`config.mk`:
```
export PLATFORM = sky130hd
export DESIGN_NAME = uart_transmitter
export DESIGN_NICKNAME = d
export VERILOG_FILES = /design/src/rtl/uart_pkg.sv /design/src/rtl/uart_baud_timer.sv /design/src/rtl/uart_transmitter.sv
export SDC_FILE = /design/constraint.sdc
export NUM_CORES = 1
export LEC_CHECK = 0
export CAP_MARGIN = 20
export CORE_AREA = 8 8 57 95
export CTS_CLUSTER_SIZE = 25
export DETAILED_ROUTE_END_ITERATION = 8
export DIE_AREA = 0 0 65 103
export PLACE_DENSITY = 0.56
export REMOVE_ABC_BUFFERS = 1
export SLEW_MARGIN = 20
export SYNTH_ARGS = -nofsm -noshare
export SYNTH_HDL_FRONTEND = slang
export SYNTH_SLANG_ARGS = --single-unit
```
`constraint.sdc`:
```
create_clock -name clk -period 4.3 [get_ports clk]
set_clock_uncertainty 0.15 [all_clocks]
set_input_delay 1.075 -clock clk [delete_from_list [all_inputs] [get_ports clk]]
set_output_delay 1.075 -clock clk [all_outputs]
set_load 0.1 [all_outputs]
```
`src/rtl/uart_pkg.sv`:
```
// UART definitions shared by the transmit and receive paths: FSM state type,
// parity selection constants and the clock-to-baud divisor helper.
package uart_pkg;

  typedef enum logic [2:0] {
    TX_IDLE  = 3'd0,
    TX_START = 3'd1,
    TX_DATA  = 3'd2,
    TX_PAR   = 3'd3,
    TX_STOP  = 3'd4,
    TX_WAIT  = 3'd5
  } tx_state_t;

  // Driven from unreachable decode so that a corrupted state is visible in simulation.
  localparam tx_state_t TX_STATE_X = tx_state_t'(3'bxxx);

  localparam bit PARITY_EVEN = 1'b0;
  localparam bit PARITY_ODD  = 1'b1;

  function automatic int baud_div(input int clk_freq, input int baud);
    return clk_freq / baud;
  endfunction

endpackage

```
`src/rtl/uart_baud_timer.sv`:
```
// Bit-period timer: counts 0..BAUD_DIV-1 and pulses bit_done on the last count,
// then wraps; clr holds it at zero so every bit starts with a full period.
module uart_baud_timer #(
  parameter int BAUD_DIV = 5208
) (
  input  logic clk,
  input  logic reset,
  input  logic clr,
  output logic bit_done
);

  localparam int            CW   = (BAUD_DIV > 1) ? $clog2(BAUD_DIV) : 1;
  localparam logic [CW-1:0] LAST = CW'(BAUD_DIV - 1);

  logic [CW-1:0] r_count;

  always_ff @(posedge clk) begin
    if (reset || clr) begin
      r_count <= '0;
    end else if (r_count == LAST) begin
      r_count <= '0;
    end else begin
      r_count <= r_count + CW'(1);
    end
  end

  assign bit_done = (r_count == LAST);

endmodule

```
`src/rtl/uart_transmitter.sv`:
```
// 8-bit UART transmitter (start, 8 data LSB-first, parity, stop); line goes low
// one cycle after send is sampled in IDLE. send/din are ignored while busy.
module uart_transmitter
  import uart_pkg::*;
#(
  parameter int CLK_FREQUENCY = 100_000_000,
  parameter int BAUD_RATE     = 19_200,
  parameter bit PARITY        = PARITY_ODD
) (
  input  logic       clk,
  input  logic       reset,
  input  logic       send,
  input  logic [7:0] din,
  output logic       busy,
  output logic       tx_out
);

  localparam int BAUD_DIV = baud_div(CLK_FREQUENCY, BAUD_RATE);

  tx_state_t  r_state;
  logic [7:0] r_shift;
  logic [2:0] r_bit_cnt;
  logic       r_par;
  logic       r_tx;
  logic       r_busy;

  logic       w_bit_done;
  logic       w_clr;

  // Timer idles at zero outside a frame; in-frame state changes land on bit
  // boundaries, where it wraps to zero by itself.
  assign w_clr = (r_state == TX_IDLE) || (r_state == TX_WAIT);

  uart_baud_timer #(
    .BAUD_DIV (BAUD_DIV)
  ) u_baud_timer (
    .clk      (clk),
    .reset    (reset),
    .clr      (w_clr),
    .bit_done (w_bit_done)
  );

  always_ff @(posedge clk) begin
    if (reset) begin
      r_state   <= TX_IDLE;
      r_shift   <= '0;
      r_bit_cnt <= '0;
      r_par     <= 1'b0;
      r_tx      <= 1'b1;
      r_busy    <= 1'b0;
    end else begin
      case (r_state)
        TX_IDLE: begin
          if (send) begin
            r_shift   <= din;
            r_par     <= (^din) ^ PARITY;
            r_bit_cnt <= '0;
            r_tx      <= 1'b0;
            r_busy    <= 1'b1;
            r_state   <= TX_START;
          end else begin
            r_tx   <= 1'b1;
            r_busy <= 1'b0;
          end
        end
        TX_START: begin
          if (w_bit_done) begin
            r_tx    <= r_shift[0];
            r_state <= TX_DATA;
          end
        end
        TX_DATA: begin
          if (w_bit_done) begin
            r_shift <= {1'b0, r_shift[7:1]};
            if (r_bit_cnt == 3'd7) begin
              r_bit_cnt <= '0;
              r_tx      <= r_par;
              r_state   <= TX_PAR;
            end else begin
              r_bit_cnt <= r_bit_cnt + 3'd1;
              r_tx      <= r_shift[1];
            end
          end
        end
        TX_PAR: begin
          if (w_bit_done) begin
            r_tx    <= 1'b1;
            r_state <= TX_STOP;
          end
        end
        TX_STOP: begin
          if (w_bit_done) begin
            r_busy  <= 1'b0;
            r_state <= send ? TX_WAIT : TX_IDLE;
          end
        end
        TX_WAIT: begin
          // A held request must drop before another frame can start.
          if (!send) begin
            r_state <= TX_IDLE;
          end
        end
        default: begin
          r_tx    <= 1'b1;
          r_busy  <= 1'b0;
          r_state <= TX_STATE_X;
        end
      endcase
    end
  end

  assign tx_out = r_tx;
  assign busy   = r_busy;

endmodule

```
==> out/results.txt, run 1 <==
P per Cell Area: 345 nW/um2
Iter 0 DRT Violations: 47
final count of negative-setup-slack endpoints: 0
period utilization: 0.696
Rel. slew slack: 0.350
CP Launch Point: busy
multiplexer share of the synthesized area: 0.0435
Crit path max-delay family: buffers and inverters
# IOs: 13
post-synthesis compound-gate area fraction: 0.136
hold buffer count at cts: 0
DRC: 0
Num CTS Buffers: 5
Post-CTS Setup Inserts: 0
FF+latch count, synth: 30
Static Leak: 0.000627 uW
PortBufs: 12
row cnt: 31
clk buf depth: 2
DRT Pass-1 Iters: 4
area share of fa/ha/maj cells after synthesis: 0.0233
Diodes inserted: 0
number of global-route vias before repair: 1396
RSZ-0062 raised after global routing: no
Worst R2R Start: r_state[1]
final hold vios: 0
Post-synth ARST share: 0
outcome: complete, no violations
Worst-path clk slew: 0.06 ns
Die Ht: 103 um
initial antenna violation count: 0
register area share after synthesis: 0.373
yosys warns: 0
vias: 1348
critical path class: reg -> out
Max VDD drop: 0.256 mV
Final Wtd Congestion: 0.792
nature of the critical path endpoint: output pin
grt ovf: 0
Routed WL per cell: 14.3 um
Required @ worst endpoint: 3.07 ns
global-route wire length before repair: 6070 um
Post-Synth XOR/XNOR Area: 0.109
Top FF cell, synth: dfxtp_1
max frequency: 334 MHz
CTS Root Cell: clkbuf_8
worst min path class: reg -> reg
worst path bufs/invs: 1
Worst Hold Launch: u_baud_timer.r_count[0]
setup TNS: 0 ns
mapped cell area: 1610 um2
layout cell share with drive strength beyond 1: 0.0825
final WL: 3470 um
Post-DRT Antenna Nets: 0
clk sinks: 30
worst-path cell chain: clkdlybuf4s50_1
Startpoint Class: flop
Final HPWL DP: 2540 um
Worst path slowest cell: clkdlybuf4s50_1
layout net count: 207
die width: 65 um
post-synth cell types: 39
Area Overhead vs Synth: 15.4%
Final min period: 2.99 ns
routed vias/inst: 5.55
Mapped Cells: 184
Simple-Gate Fraction of Synth Area: 0.273
Gates resized, CTS repair: 0
Worst Tran Pin Value: 0.972 ns
H-tree Lvls: 2
total of max-cap violations: 0
later-pin clock latency in the skew report: 0.28 ns
area of the core region: 4070 um2
die footprint: 6700 um2
CP Data Arrival Time: 1.77 ns
pin count of the biggest net entering global routing: 22
final slew viol count: 0
Largest stage delay, worst path: 1.14 ns
# fillers: 417
Avg Inst Size Synth: 8.75 um2
Hold Worst Slack: 0.294 ns
crit-path max FO: 3
largest family of logic cells by synthesized area: simple AND/OR/NAND/NOR gates
Initial Util: 0.395
Post-synth EDFFs: 0
GRT Util Overall: 0.113
CTS tree: built
[cell usage after synthesis, types with 2 or more instances]
| cell type | count | area, um2 |
|---|---|---|
| dfxtp_1 | 30 | 601 |
| nor2_1 | 21 | 78.8 |
| a21oi_1 | 16 | 80.1 |
| o21ai_0 | 12 | 60.1 |
| xnor2_1 | 11 | 96.3 |
| clkbuf_1 | 9 | 33.8 |
| xor2_1 | 9 | 78.8 |
| mux2i_1 | 7 | 70.1 |
| nand3_1 | 7 | 35.0 |
| or3_1 | 7 | 43.8 |
| nand4_1 | 5 | 31.3 |
| nor3_1 | 5 | 25.0 |
| nand2_1 | 4 | 15.0 |
| nand2b_1 | 4 | 25.0 |
| and3_1 | 3 | 18.8 |
| ha_1 | 3 | 37.5 |
| nand3b_1 | 3 | 22.5 |
| a31oi_1 | 2 | 12.5 |
| and4_1 | 2 | 17.5 |
| buf_4 | 2 | 15.0 |
| nor2b_1 | 2 | 12.5 |
| nor4b_4 | 2 | 47.6 |
| or4b_1 | 2 | 20.0 |
[worst paths after layout]
| check | cells past startpoint | endpoint | slack (ns) |
|---|---|---|---|
| worst min-delay path | 1 | u_baud_timer.r_count[0] | 0.29 |
| worst max register to register | 4 | r_bit_cnt[2] | 2.21 |
| worst min register to register | 1 | u_baud_timer.r_count[0] | 0.29 |
| worst max-delay path | 1 | busy | 1.31 |
[layout by cell type, fill, tap and decap left out, types with 3 or more instances in the layout]
cell,netlist,layout
nand2b_1,4,4
ha_1,3,3
mux2i_1,7,7
xnor2_1,11,11
or3_1,7,7
clkbuf_8,0,5
and3_1,3,3
nand3b_1,3,3
nor2_1,21,21
clkdlybuf4s50_1,0,12
a21oi_1,16,16
xor2_1,9,9
nand2_1,4,4
o21ai_0,12,12
buf_4,2,3
nand4_1,5,5
nor3_1,5,5
dfxtp_1,30,30
nand3_1,7,7
[report_power, final]
| group | switching (uW) | internal, uW |
|---|---|---|
| Clock | 107 | 170 |
| Combinational | 39.5 | 31.1 |
| Sequential | 6.61 | 287 |
| Total | 154 | 488 |
[cell type report]
| class | count | area (um2) | area share |
|---|---|---|---|
| inverters | 1 | 3.75 | 0.00202 |
| well taps | 49 | 61.3 | 0.0330 |
| clock inverters | 3 | 40.0 | 0.0215 |
| clock buffers | 5 | 68.8 | 0.0370 |
| multi-input cells | 140 | 941 | 0.506 |
| flip-flops and latches | 30 | 601 | 0.323 |
| repair buffers | 15 | 143 | 0.0768 |
[flip-flops by register name (all words and copies together), names as in the netlist]
register and cells:
r_shift 8, busy 1, r_state 3, r_bit_cnt 3, tx_out 1, r_par 1
u_baud_timer.r_count 13
[cell families (layout without fill, tap and decap cells)]
| group | count (synthesis) | after routing |
|---|---|---|
| AOI/OAI and AO/OA | 38 | 38 |
| xor gates and xnor gates | 20 | 20 |
| DFF | 30 | 30 |
| and+or+nand+nor | 72 | 72 |
| buffers and inverters | 14 | 24 |
| muxes | 7 | 7 |
| adders and majority gates | 3 | 3 |
[metal layers]
layer	global-route usage	wire length, um	vias up
met2	0.216	1870	19
met4	0.0405	42	0
met5	0	0	-
li1	-	-	673
met3	0.0370	179	4
met1	0.108	1380	652
[metrics by stage]
stage	instances	util	total power [uW]	setup WS [ns]	cell area [um2]
6_report	243	0.456	642	1.31	1860
5_1_grt	243	0.456	675	1.27	1860
4_1_cts	243	0.456	654	1.29	1860
3_5_place_dp	235	0.429	372	1.18	1750
3_3_place_gp	235	0.429	369	1.26	1750
2_1_floorplan	171	-	343	1.84	1550
Power figures use the tool's default switching activity.
==> inputs of run 2 (changes only) <==
==> constraint.sdc (replaced) <==
create_clock -name clk -period 2.86 [get_ports clk]
set_clock_uncertainty 0.15 [all_clocks]
set_input_delay 0.715 -clock clk [delete_from_list [all_inputs] [get_ports clk]]
set_output_delay 0.715 -clock clk [all_outputs]
set_load 0.1 [all_outputs]
==> run 2 against run 1 <==
  * Core utilization did not move
  * Clock-buffer cell count rose by 2
  * Final cell count rose by 1.2%
  * Critical endpoint is now r_bit_cnt[2]
  * Design area did not move
  * Total power rose by 40%
  * Setup slack got worse by 0.54 ns
  * Sequential cell count did not move
  * Die area did not move
  * Sequential power rose by 51%
  * Global-route usage fell by 0.19 points
  * First-iteration DRC count rose by 4.3%
  * Combinational power rose by 52%
==> out/results.txt, run 2 (same netlist as run 1, synthesis figures left out) <==
Startpoint Class: primary input (was flop)
# IOs: 13 (unchanged)
part of the power in registers: 0.492 (was 0.457)
CP Data Arrival Time: 2.15 ns (was 1.77 ns)
max FFs per register: 13 (unchanged)
hold buffer count at cts: 0 (unchanged)
Final Wtd Congestion: 0.752 (was 0.792)
Top Registers: u_baud_timer.r_count x13, r_shift x8 (unchanged)
sw frac: 0.250 (was 0.239)
Static Leak: 0.000634 uW (was 0.000627 uW)
Cell Int Power: 673 uW (was 488 uW)
initial antenna violation count: 0 (unchanged)
P per Cell Area: 483 nW/um2 (was 345 nW/um2)
DRT Pass-1 Iters: 4 (unchanged)
outcome: complete, no violations (unchanged)
H-tree Lvls: 2 (unchanged)
layout net count: 210 (was 207)
Hold Worst Slack: 0.299 ns (was 0.294 ns)
Power Total: 897 uW (was 642 uW)
Routed WL per cell: 14.3 um (about the same)
later-pin clock latency in the skew report: 0.28 ns (about the same)
grt ovf: 0 (unchanged)
vias: 1343 (was 1348)
Worst-path clk slew: 0.06 ns (about the same)
Post-CTS Setup Inserts: 0 (unchanged)
area of the core region: 4070 um2 (unchanged)
Gate power share: 0.119 (was 0.110)
worst min path class: reg -> reg (unchanged)
routed vias/inst: 5.46 (was 5.55)
max frequency: 478 MHz
Post-DRT Antenna Nets: 0 (unchanged)
row cnt: 31 (unchanged)
Num CTS Buffers: 5 (unchanged)
global-route met3 utilization: 0.0294 (was 0.0370)
Rel. slew slack: 0.674 (was 0.350)
Psw: 225 uW (was 154 uW)
crit-path max FO: 21 (was 3)
Initial Util: 0.395 (unchanged)
most frequent cells in the layout: 30 x dfxtp_1, 21 x nor2_1, 16 x a21oi_1 (unchanged)
die footprint: 6700 um2 (unchanged)
Worst Tran Pin Value: 0.488 ns (was 0.972 ns)
clk sinks: 30 (unchanged)
nature of the critical path endpoint: flop (was output pin)
Final min period: 2.09 ns
final count of negative-setup-slack endpoints: 0 (unchanged)
final slew viol count: 0 (unchanged)
clk buf depth: 2 (unchanged)
DRC: 0 (unchanged)
Final Instance Area: 1860 um2 (unchanged)
busiest grt layer: met2 (unchanged)
Max VDD drop: 0.318 mV (was 0.256 mV)
Clk pwr share: 0.388 (was 0.433)
period utilization: 0.731
most flop-heavy register: u_baud_timer.r_count (unchanged)
Gates resized, CTS repair: 0 (unchanged)
final WL: 3520 um (was 3470 um)
PortBufs: 12 (unchanged)
global-route wire length before repair: 5890 um (was 6070 um)
setup ws final: 0.769 ns (was 1.31 ns)
setup TNS: 0 ns (unchanged)
Final HPWL DP: 2620 um (was 2540 um)
final hold vios: 0 (unchanged)
Area Overhead vs Synth: 15.4% (unchanged)
RSZ-0062 raised after global routing: no (unchanged)
most common cell after layout, fill and taps aside: dfxtp_1 (unchanged)
met2 Usage GRT: 0.210 (was 0.216)
Diodes inserted: 0 (unchanged)
CTS tree: built (unchanged)
GRT Util Overall: 0.111 (was 0.113)
Placement Setup Slack: 0.485 ns (was 1.18 ns)
number of global-route vias before repair: 1302 (was 1396)
Iter 0 DRT Violations: 49 (was 47)
Required @ worst endpoint: 2.92 ns (was 3.07 ns)
Die Ht: 103 um (unchanged)
die width: 65 um (unchanged)
pin count of the biggest net entering global routing: 22 (unchanged)
critical path class: in -> reg (was reg -> out)
total of max-cap violations: 0 (unchanged)
met1 Use GR: 0.109 (was 0.108)
layout cell share with drive strength beyond 1: 0.102 (was 0.0825)
CTS Root Cell: clkbuf_8 (unchanged)
Placed Area: 1770 um2 (was 1750 um2)
## run 2: changes by cell type in the layout (fill, tap and decap cells not counted)
cell             delta
buf_4               +5
clkinv_2            -1
clkbuf_8            +1
clkbuf_1            +1
bufinv_16           -1
clkdlybuf4s50_1     -2
## run 2: worst paths after layout
check | startpoint | endpoint | slack, ns | depth (start not counted)
min | u_baud_timer.r_count[0] | u_baud_timer.r_count[0] | 0.30 | 1
max | send | r_bit_cnt[2] | 0.77 | 5
min reg2reg | u_baud_timer.r_count[0] | u_baud_timer.r_count[0] | 0.30 | 1
max reg2reg | u_baud_timer.r_count[0] | r_bit_cnt[2] | 0.79 | 6
## run 2: layout make-up
type                            instances  area (um2)
Clock buffer                            7        86.3
Clock inverter                          1        5.00
Fill cell                             426        2210
Inverter                                1        3.75
Multi-Input combinational cell        140         941
Sequential cell                        30         601
Tap cell                               49        61.3
Timing Repair Buffer                   18         160
## run 2: through the flow
stage               utilization  cells
global route              0.456    246
floorplan                     -    171
detailed placement        0.434    238
CTS                       0.456    246
finish                    0.456    246
global placement          0.434    238
## run 2: worst max-delay path: stages
cell and delay, ns:
clkdlybuf4s50_1 0.47, o21ai_0 0.08, buf_4 0.20, or4b_1 0.52
a21oi_1 0.15
## run 2: power by group through the flow
stage | Clock [uW] | Combinational, uW | Sequential [uW]
final | 349 | 107 | 442
after floorplan | 0 | 51.1 | 465
after CTS | 358 | 109 | 442
after global placement | 0 | 106 | 450
after global routing | 373 | 118 | 443
after detailed placement | 0 | 108 | 451
## run 2: layer usage
metal / up-vias / part of all wire
li1: 680 / -
met1: 641 / 0.42
met2: 16 / 0.54
met3: 6 / 0.028
met4: 0 / 0.015
met5: - / 0
